--- config.mk ---
export PLATFORM = sky130hd
export DESIGN_NAME = serial_subtractor_8bit
export DESIGN_NICKNAME = d
export VERILOG_FILES = /design/src/rtl/arith_seq_pkg.sv /design/src/rtl/full_subtractor_bit.sv /design/src/rtl/serial_subtractor_8bit.sv
export SDC_FILE = /design/constraint.sdc
export NUM_CORES = 1
export LEC_CHECK = 0
export ABC_CLOCK_PERIOD_IN_PS = 3150
export CAP_MARGIN = 20
export CORE_ASPECT_RATIO = 0.75
export CORE_MARGIN = 2
export CORE_UTILIZATION = 40
export CTS_CLUSTER_DIAMETER = 120
export DETAILED_ROUTE_END_ITERATION = 8
export HOLD_SLACK_MARGIN = 0.02
export PLACE_DENSITY_LB_ADDON = 0.25
export SLEW_MARGIN = 20
export SYNTH_ARGS = -nofsm -noshare
export SYNTH_HDL_FRONTEND = slang
export SYNTH_SLANG_ARGS = --single-unit
--- constraint.sdc ---
create_clock -name clk -period 3.15 [get_ports clk]
set_input_delay 0.7875 -clock clk [delete_from_list [all_inputs] [get_ports clk]]
set_output_delay 0.7875 -clock clk [all_outputs]
set_load 0.1 [all_outputs]
--- src/rtl/arith_seq_pkg.sv ---
// Shared definitions for the bit-serial arithmetic blocks: FSM state
// encoding and the default operand width.
package arith_seq_pkg;

    typedef enum logic [1:0] {
        IDLE  = 2'd0,
        SHIFT = 2'd1,
        DONE  = 2'd2
    } seq_state_e;

    localparam int DEFAULT_WIDTH = 8;

endpackage : arith_seq_pkg

--- src/rtl/full_subtractor_bit.sv ---
// Single-bit full subtractor: d = x - y - bin, with borrow-out.
// Purely combinational; the serial subtractor reuses one instance every cycle.
module full_subtractor_bit (
    input  logic x,
    input  logic y,
    input  logic bin,
    output logic d,
    output logic bout
);

    assign d    = x ^ y ^ bin;
    // A borrow leaves this bit when y exceeds x, or when x equals y and a
    // borrow arrived from below.
    assign bout = (~x & y) | (~(x ^ y) & bin);

endmodule : full_subtractor_bit

--- src/rtl/serial_subtractor_8bit.sv ---
// Bit-serial subtractor: diff = a - b - borrow_in, one bit per clock, LSB
// first. start is accepted whenever the block is idle or finishing (DONE),
// so back-to-back operations sustain one result every WIDTH+1 cycles.
// diff/borrow_out hold the last completed result until the next completion.
module serial_subtractor_8bit
    import arith_seq_pkg::*;
#(
    parameter int WIDTH = DEFAULT_WIDTH
) (
    input  logic             clk,
    input  logic             rst_n,
    input  logic             start,
    input  logic [WIDTH-1:0] a,
    input  logic [WIDTH-1:0] b,
    input  logic             borrow_in,
    output logic             busy,
    output logic             done,
    output logic [WIDTH-1:0] diff,
    output logic             borrow_out
);

    localparam int CNT_W = (WIDTH > 1) ? $clog2(WIDTH) : 1;
    localparam logic [CNT_W-1:0] CNT_LAST = CNT_W'(WIDTH - 1);

    seq_state_e       state_r;
    seq_state_e       state_next_s;
    logic [WIDTH-1:0] a_sh_r;
    logic [WIDTH-1:0] b_sh_r;
    logic [WIDTH-1:0] res_r;
    logic [WIDTH-1:0] res_next_s;
    logic             brw_r;
    logic [CNT_W-1:0] cnt_r;
    logic [WIDTH-1:0] diff_r;
    logic             borrow_out_r;
    logic             busy_r;
    logic             done_r;
    logic             bit_s;
    logic             bout_s;
    logic             accept_s;
    logic             last_s;

    // One shared bit cell operates on the current LSBs and the running borrow.
    full_subtractor_bit u_fsb (
        .x    (a_sh_r[0]),
        .y    (b_sh_r[0]),
        .bin  (brw_r),
        .d    (bit_s),
        .bout (bout_s)
    );

    // New result bit enters at the MSB so after WIDTH shifts bit 0 sits at LSB.
    assign res_next_s = {bit_s, res_r[WIDTH-1:1]};

    // State register.
    always_ff @(posedge clk or negedge rst_n) begin
        if (!rst_n) begin
            state_r <= IDLE;
        end else begin
            state_r <= state_next_s;
        end
    end

    // Next-state logic plus accept / last-bit strobes; start only matters when ready.
    always_comb begin
        state_next_s = state_r;
        accept_s     = 1'b0;
        last_s       = 1'b0;
        case (state_r)
            IDLE: begin
                if (start) begin
                    state_next_s = SHIFT;
                    accept_s     = 1'b1;
                end else begin
                    state_next_s = IDLE;
                end
            end
            SHIFT: begin
                if (cnt_r == CNT_LAST) begin
                    state_next_s = DONE;
                    last_s       = 1'b1;
                end else begin
                    state_next_s = SHIFT;
                end
            end
            DONE: begin
                if (start) begin
                    state_next_s = SHIFT;
                    accept_s     = 1'b1;
                end else begin
                    state_next_s = IDLE;
                end
            end
            default: begin
                state_next_s = IDLE;
            end
        endcase
    end

    // Operand capture on accept, then one right-shift per SHIFT cycle.
    always_ff @(posedge clk or negedge rst_n) begin
        if (!rst_n) begin
            a_sh_r <= {WIDTH{1'b0}};
            b_sh_r <= {WIDTH{1'b0}};
            res_r  <= {WIDTH{1'b0}};
            brw_r  <= 1'b0;
            cnt_r  <= {CNT_W{1'b0}};
        end else if (accept_s) begin
            a_sh_r <= a;
            b_sh_r <= b;
            res_r  <= res_r;
            brw_r  <= borrow_in;
            cnt_r  <= {CNT_W{1'b0}};
        end else if (state_r == SHIFT) begin
            a_sh_r <= {1'b0, a_sh_r[WIDTH-1:1]};
            b_sh_r <= {1'b0, b_sh_r[WIDTH-1:1]};
            res_r  <= res_next_s;
            brw_r  <= bout_s;
            // Wrap to zero on the last bit so the count never passes WIDTH-1.
            cnt_r  <= last_s ? {CNT_W{1'b0}} : (cnt_r + {{(CNT_W-1){1'b0}}, 1'b1});
        end else begin
            a_sh_r <= a_sh_r;
            b_sh_r <= b_sh_r;
            res_r  <= res_r;
            brw_r  <= brw_r;
            cnt_r  <= cnt_r;
        end
    end

    // Result registers update only when the final bit is produced.
    always_ff @(posedge clk or negedge rst_n) begin
        if (!rst_n) begin
            diff_r       <= {WIDTH{1'b0}};
            borrow_out_r <= 1'b0;
        end else if (last_s) begin
            diff_r       <= res_next_s;
            borrow_out_r <= bout_s;
        end else begin
            diff_r       <= diff_r;
            borrow_out_r <= borrow_out_r;
        end
    end

    // Status flags registered from the next state so they align with the state register.
    always_ff @(posedge clk or negedge rst_n) begin
        if (!rst_n) begin
            busy_r <= 1'b0;
            done_r <= 1'b0;
        end else begin
            busy_r <= (state_next_s == SHIFT);
            done_r <= (state_next_s == DONE);
        end
    end

    assign busy       = busy_r;
    assign done       = done_r;
    assign diff       = diff_r;
    assign borrow_out = borrow_out_r;

endmodule : serial_subtractor_8bit

---- After elaboration in Yosys (flattened, before gate mapping) ----
Index checks and enable logic that the tools add are counted.
storage, ports and cells
  output and inout port bits .............. 11
  logic and storage cells ................. 44
  register bits ........................... 41
operators by class
  add/sub/neg operators ................... 1
  equality and inequality tests ........... 5
  bitwise gates (word level) .............. 8
  multiplexer cells ....................... 16
  reductions and logical operators ........ 4
operators with widths
  cell                   number
  $mux W8                4
  $mux W3                3
  $mux W1                7
  $eq A2 B1 Y1 const B   2
  $eq A2 B2 Y1 const B   2
  $pmux W2 S2            1
  $add A3 B1 Y3 const B  1
  $eq A3 B3 Y1 const B   1
  $not A1 Y1             3
  $and A1 B1 Y1          2
  $logic_not A2 Y1       1
  $mux W2                1
  $reduce_and A2 Y1      1
  $reduce_bool A2 Y1     1
  $reduce_or A2 Y1       1
  $xor A1 B1 Y1          2
  $or A1 B1 Y1           1

---- Longest topological paths before layout ----
Gate-level depths: netlist (run 1).
  depth after elaboration ................. 6
  depth in mapped cells ................... 6
  gate-level depth less buffers ........... 5

---- Modules after synthesis ----
A second synthesis (run 1) with hierarchy kept.
second synthesis, totals
  cell total of the unflattened synthesis .. 138
  area total of the unflattened synthesis .. 1,961.9 µm²
by module, submodules not included
  module                  seq. area each (µm²)  area each (µm²)  cells an instance  instances
  serial_subtractor_8bit  1,001.0               1,930.6          134                1
  full_subtractor_bit     0.0                   31.3             4                  1

---- Worst setup path before layout (run 1) ----
No wires, ideal clock.
  kind .................................... register -> output
  start ................................... reg borrow_out_r (netlist: borrow_out)
  end ..................................... out borrow_out
  required time ........................... 2.362 ns
  data arrival time ....................... 0.897 ns
  setup slack ............................. 1.465 ns
  path buffers ............................ 0
  stages on the path, launching flop included .. 1
  cells stage by stage .................... dfrtp_1
RTL lines
  item                    RTL line                       source
  start, declared         serial_subtractor_8bit.sv:34   logic borrow_out_r;
  start signal, assigned  serial_subtractor_8bit.sv:136  borrow_out_r <= bout_s;
  start signal, assigned  serial_subtractor_8bit.sv:139  borrow_out_r <= borrow_out_r;
  end, declared           serial_subtractor_8bit.sv:19   output logic borrow_out
No word-level cell between the ends.

---- Worst setup path after layout (run 1) ----
  start ................................... in start
  end ..................................... reg a_sh_r[7]
between the ends
  word-level cells in the longest chain between the ends .. 3
  elaborated cells between the ends (all ways) .. 4
RTL lines
  item                                                  RTL line                                                    source
  start, declared                                       serial_subtractor_8bit.sv:12                                input logic start,
  $mux W1 *                                             serial_subtractor_8bit.sv:70, serial_subtractor_8bit.sv:86
  $mux W1 *                                             n/a
  $mux W8 / $reduce_bool A2 Y1 (equally long branches)  n/a
  end signal, assigned                                  serial_subtractor_8bit.sv:102                               a_sh_r <= {WIDTH{1'b0}};
  end signal, assigned                                  serial_subtractor_8bit.sv:114                               a_sh_r <= {1'b0, a_sh_r[WIDTH-1:1]};
  end signal, assigned                                  serial_subtractor_8bit.sv:121                               a_sh_r <= a_sh_r;
  end, declared                                         serial_subtractor_8bit.sv:27                                logic [WIDTH-1:0] a_sh_r;
Mark *: on every way between the ends. The rest lies on a longest branch, timed or not.
A chain may end at the register's enable or synchronous reset.

==> results of run 1 <==
[cell usage after synthesis, types with 3 or more instances]
cell	number	area [µm²]
inv_1	16	60.1
a21oi_1	5	25.0
mux2_2	18	203
nor2b_1	4	25.0
a21oi_2	10	87.6
dfrtp_1	40	1000
a211oi_1	3	22.5
buf_2	5	25.0
o21ai_0	4	20.0
o22ai_1	12	75.1
[registers in the layout (all words and copies together) (netlist names), 2 cells and up]
signal and flops:
state_r 2, b_sh_r 8, cnt_r 3, diff 8, a_sh_r 8, res_r 7
[stage by stage]
step | util [%] | setup slack, ps | hold slack (ps) | instances
finish | 50.9 | 887 | 499 | 222
global route | 50.9 | 734 | 532 | 222
CTS | 50.9 | 879 | 498 | 222
detailed placement | 48.7 | 582 | 491 | 214
global placement | 48.7 | 651 | 481 | 214
floorplan | - | 1470 | 455 | 138
[critical path: cells and delay by family]
kind                   cells  cell delay, ps
AO/OA/AOI/OAI              1             250
AND/OR/NAND/NOR            2             880
buffers and inverters      1             570
[worst min path at each step]
stage	end	start	slack (ps)
detailed placement	cnt_r[0]	cnt_r[0]	490
finish	cnt_r[0]	cnt_r[0]	500
CTS	cnt_r[0]	cnt_r[0]	500
global route	diff[3]	diff[3]	530
global placement	borrow_out	borrow_out	480
floorplan	cnt_r[0]	cnt_r[0]	450
[layout make-up]
type	count	area (µm²)	share of cell area, %
tap	55	68.8	3.28
timing repair buffer	30	268	12.7
multi-input combinational	73	613	29.2
inverter	16	60.1	2.86
sequential	40	1000	47.6
clock buffer	8	90.1	4.29
[cell usage in the layout, fill, tap and decap left out, types with 3 or more instances in the layout]
| master | count |
|---|---|
| a21oi_1 | 5 |
| mux2_2 | 18 |
| nor2b_1 | 4 |
| a211oi_1 | 3 |
| o22ai_1 | 12 |
| clkdlybuf4s50_1 | 18 |
| clkbuf_8 | 6 |
| inv_1 | 16 |
| dfrtp_1 | 40 |
| o21ai_0 | 4 |
| buf_4 | 11 |
| a21oi_2 | 10 |
[per-layer routing]
| metal | routed length, µm | vias up | share of wire (%) | global-route usage (%) |
|---|---|---|---|---|
| li1 | - | 539 | - | - |
| met1 | 1530 | 528 | 49 | 19.6 |
| met2 | 1370 | 24 | 44 | 23.2 |
| met3 | 145 | 4 | 4.7 | 4.69 |
| met4 | 46 | 0 | 1.5 | 5.81 |
| met5 | 0 | - | 0 | 0 |
[cell families after synthesis]
family | share of synthesized area, %
AO/OA/AOI/OAI | 15.7
adder cells (fa/ha/maj) | 2.57
buffers and inverters | 7.73
flip-flops | 57.2
multiplexers | 12.7
AND/OR/NAND/NOR | 4.01
==> impl_metrics.py, run 1 <==
metrics = {
    "logic_synthesis": {
        "synth.net_count": 161,
        "synthesis.area_mm2": 0.00175,
        "synth-seq-area-share_pct": 57.2,
        "yosysUniqueCellTypes": 26,
        "avgSynthCellArea_um2": 12.7,
        "netlist_instances": 138,
        "async_flop_share_pct": 100,
        "synthFlopType": "dfrtp_1",
        "ys_warn_count": 0,
        "ys_ff_latch": 40,
        "synth_edf_count": 0,
    },
    "timing": {
        "fin_crit_ps": 2260,
        "tightestPinTransition_ps": 930,
        "rsz0062_at_grt": "no",
        "finalCritPeriodShare_pct": 71.9,
        "setup_tns_ps": 0,
        "fmax_mhz": 442,
        "finalMaxSlewViolations": 0,
        "max-slew-margin-rel_pct": 38.0,
        "finalSetupViolCount": 0,
        "hold_viol": 0,
        "fin_worst_skew_ps": 1.03,
    },
    "critical_path": {
        "r2r_start": "cnt_r[0]",
        "critPathLaunch": "start",
        "endpoint": "a_sh_r[7]",
        "critical_path_required_ps": 3380,
        "worstPathArrival_ps": 2490,
        "worst-r2r-cell-count": 4,
        "critPathLaunchType": "input pin",
        "r2r-end": "diff[5]",
        "crit_type": "in -> reg",
        "cp_max_fo": 14,
        "critPathMaxStageDelay_ps": 610,
        "slowest_stage": "or2_1",
        "path_cells": "clkdlybuf4s50_1, nor2_1, or2_1, a22o_2",
        "end_kind": "register",
        "r2r_slack_ps": 1330,
    },
    "drt": {
        "vias_per_cell": 4.93,
        "wirelength_mm": 3.09,
        "drt_first_iter_violations": 70,
        "post_drt_wl_per_cell_um": 13.9,
        "drc": 0,
        "vias": 1095,
        "firstDrtPassIters": 4,
        "ant_nets": 0,
    },
    "job": {
        "maxCapViolations": 0,
    },
    "floorplanning": {
        "core_area_mm2": 0.00413,
        "die_y_um": 61.3,
        "fp.dieW_um": 80.4,
        "start_util_pct": 42.4,
        "ioPinCount": 31,
        "rows": 20,
        "die_area_mm2": 0.00492,
    },
    "cts": {
        "ctsRootBufferMaster": "clkbuf_8",
        "cts.sinks": 40,
        "cts_tree": "done",
        "cts_max_path_buffers": 2,
        "htreeDepth": 2,
        "cts_setup_buffers": 0,
        "clk_pin_slew_ps": 70,
        "hold_buffers": 0,
        "post_cts_resize_count": 0,
        "numCtsBuffers": 5,
        "clk_latency_ps": 280,
    },
    "layout": {
        "diodes": 0,
        "fill_cells": 367,
        "area_delta_synth_final_pct": 20.1,
        "drive_gt1_share_pct": 29.9,
        "final_cell_area_mm2": 0.00210,
        "layout.nets": 189,
    },
    "worst_hold_path": {
        "hp-class": "reg -> reg",
        "hold_path_depth": 1,
    },
    "outcome": {
        "status": "finished clean",
    },
    "place": {
        "dp_hpwl_mm": 2.16,
        "gp_congestion": 0.779,
        "dpl_cell_area_mm2": 0.00201,
        "io_buffers": 30,
    },
    "global_routing": {
        "grt.total_usage_pct": 14.8,
        "grt_max_degree": 41,
        "antenna_found_initial": 0,
        "grt_pass1_wl_mm": 5.40,
        "grt.overflow.total": 0,
        "grt_pass1_vias": 1141,
    },
}
Power of run 1 is not shown: default switching activity piles up to over one toggle a cycle in this logic, so the estimate is an artifact.
==> run 2: changes to the inputs <==
Settings changed: ABC_CLOCK_PERIOD_IN_PS 3150 to 2150.
Clock period 3.15 ns to 2.15 ns, I/O delays scaled along.
==> run 2 against run 1 <==
  * Sequential share of layout area is 1.0 points lower
  * Clock-buffer cell count did not move
  * Critical endpoint is now diff[0]
  * Non-clock buffer count increased by 6
  * Critical path type is now reg -> reg
  * Highest routed layer unchanged
  * Worst setup slack worse by 530 ps
  * Register-to-register slack got worse by 970 ps
  * Routed wire length grew 2.0%
  * Sequential cell count stayed put
  * Worst hold slack lost 200 ps
  * Via count increased by 4.1%
  * Global-route usage hardly changed
  * Final cell count grew 2.7%
  * Core utilization up 1.1 points
==> impl_metrics.py, run 2 (same netlist as run 1, synthesis figures left out) <==
metrics = {
    "outcome": {
        "status": "finished clean",
    },
    "critical_path": {
        "crit_type": "reg -> reg",
        "critPathLaunch": "cnt_r[0]",
        "cp_top_family": "adder cells",
        "worst-r2r-cell-count": 4,
        "cp_num_buf_inv": 0,
        "crit_top_cell": "ha_1",
        "r2r_slack_ps": 360,
        "critical_path_required_ps": 2320,
        "cp_max_fo": 12,
        "worstPathArrival_ps": 1960,
        "path_cells": "ha_1, ha_1, nand3b_1, mux2_2",
        "critPathLaunchType": "register",
        "r2r_start": "cnt_r[0]",
        "critPathMaxStageDelay_ps": 440,
        "slowest_stage": "nand3b_1",
        "r2r-end": "diff[0]",
        "end_kind": "register",
    },
    "timing": {
        "setup_tns_ps": 0,
        "layout_setup_ws_ps": 357,
        "fin_crit_ps": 1790,
        "finalCritPeriodShare_pct": 83.4,
        "fin_worst_skew_ps": 2.30,
        "rsz0062_at_grt": "no",
        "tightestPinTransition_ps": 566,
        "hold_viol": 0,
        "fmax_mhz": 558,
        "max-slew-margin-rel_pct": 62.1,
        "finalMaxSlewViolations": 0,
        "finalSetupViolCount": 0,
    },
    "job": {
        "maxCapViolations": 0,
    },
    "layout": {
        "area_delta_synth_final_pct": 22.7,
        "layout_commonest_cell": "dfrtp_1",
        "layout.nets": 195,
        "drive_gt1_share_pct": 32.4,
        "diodes": 0,
        "mostFrequentLayoutCells": "dfrtp_1, mux2_2, clkdlybuf4s50_1",
        "final_cell_area_mm2": 0.00215,
        "finalNonFillerCells": 228,
    },
    "floorplanning": {
        "die_y_um": 61.3,
        "die_area_mm2": 0.00492,
        "fp.dieW_um": 80.4,
        "rows": 20,
        "ioPinCount": 31,
        "core_area_mm2": 0.00413,
        "start_util_pct": 42.4,
    },
    "cts": {
        "cts_setup_buffers": 0,
        "cts.sinks": 40,
        "cts_max_path_buffers": 2,
        "numCtsBuffers": 5,
        "htreeDepth": 2,
        "hold_buffers": 0,
        "post_cts_resize_count": 0,
        "ctsRootBufferMaster": "clkbuf_8",
        "cts_tree": "done",
        "clk_pin_slew_ps": 70,
        "clk_latency_ps": 280,
    },
    "drt": {
        "drt_first_iter_violations": 40,
        "wirelength_mm": 3.15,
        "vias_per_cell": 5.00,
        "ant_nets": 0,
        "post_drt_wl_per_cell_um": 13.8,
        "firstDrtPassIters": 4,
        "vias": 1140,
        "drc": 0,
    },
    "global_routing": {
        "grt.overflow.total": 0,
        "grt_max_degree": 41,
        "antenna_found_initial": 0,
        "grt.total_usage_pct": 14.8,
        "grt_pass1_wl_mm": 5.42,
        "grt_pass1_vias": 1213,
    },
    "power_and_ir_drop": {
        "powerDensity_mw_per_mm2": 1730,
        "power.leakage_nw": 0.982,
        "ir_worst_vdd_mv": 0.785,
    },
    "place": {
        "gp_congestion": 0.763,
        "io_buffers": 30,
        "dp_slack_ps": 124,
        "dp_hpwl_mm": 2.26,
        "dp.cells": 220,
        "dpl_cell_area_mm2": 0.00206,
    },
    "worst_hold_path": {
        "hp-class": "in -> async",
    },
}
-- run 2: cell types whose count changed in the layout (fill, tap and decap cells not counted), sizes merged --
cell / change
buf: +6
-- run 2: worst register-to-register path: stages (launching register included) --
cell and delay [ps]:
dfrtp_1 410, ha_1 210, ha_1 230, nand3b_1 440, mux2_2 400
-- run 2: layout make-up --
type / count / area (µm²)
fillers: 378 / 1980
flip-flops and latches: 40 / 1000
multi-input cells: 73 / 613
repair buffers: 36 / 313
clock buffers: 8 / 90.1
well taps: 55 / 68.8
inverters: 16 / 60.1
-- run 2: worst max path at each step --
| stage | end | slack (ps) | cells after the start |
|---|---|---|---|
| after floorplan | diff[2] | 590 | 5 |
| after global placement | b_sh_r[3] | 150 | 5 |
| after detailed placement | b_sh_r[6] | 120 | 5 |
| after CTS | diff[5] | 340 | 4 |
| after global routing | diff[5] | 240 | 4 |
| final | diff[0] | 360 | 4 |
-- run 2: per-layer routing --
metal / routed length, µm / vias up / part of all wire (%) / track usage (%)
met3: 108 / 7 / 3.4 / 3.96
met1: 1530 / 565 / 49 / 19.8
met2: 1460 / 21 / 46 / 22.7
met4: 55 / 0 / 1.7 / 7.26
met5: 0 / - / 0 / 0
li1: - / 547 / - / -
-- run 2: per-stage QoR --
| step | util [%] | hold WS [ps] | power, mW |
|---|---|---|---|
| after floorplan | - | 242 | 2.83 |
| after global placement | 49.8 | 477 | 3.17 |
| after detailed placement | 49.8 | 487 | 3.24 |
| after CTS | 52.0 | 312 | 3.76 |
| after global routing | 52.0 | 331 | 3.95 |
| final | 52.0 | 301 | 3.72 |
-- run 2: report_power, final --
group | switching [mW] | total [mW] | internal (mW)
registers | 0.229 | 1.34 | 1.11
clock network | 0.238 | 0.500 | 0.261
logic | 1.21 | 1.88 | 0.669
No activity file was read; power rests on OpenSTA's default activity.
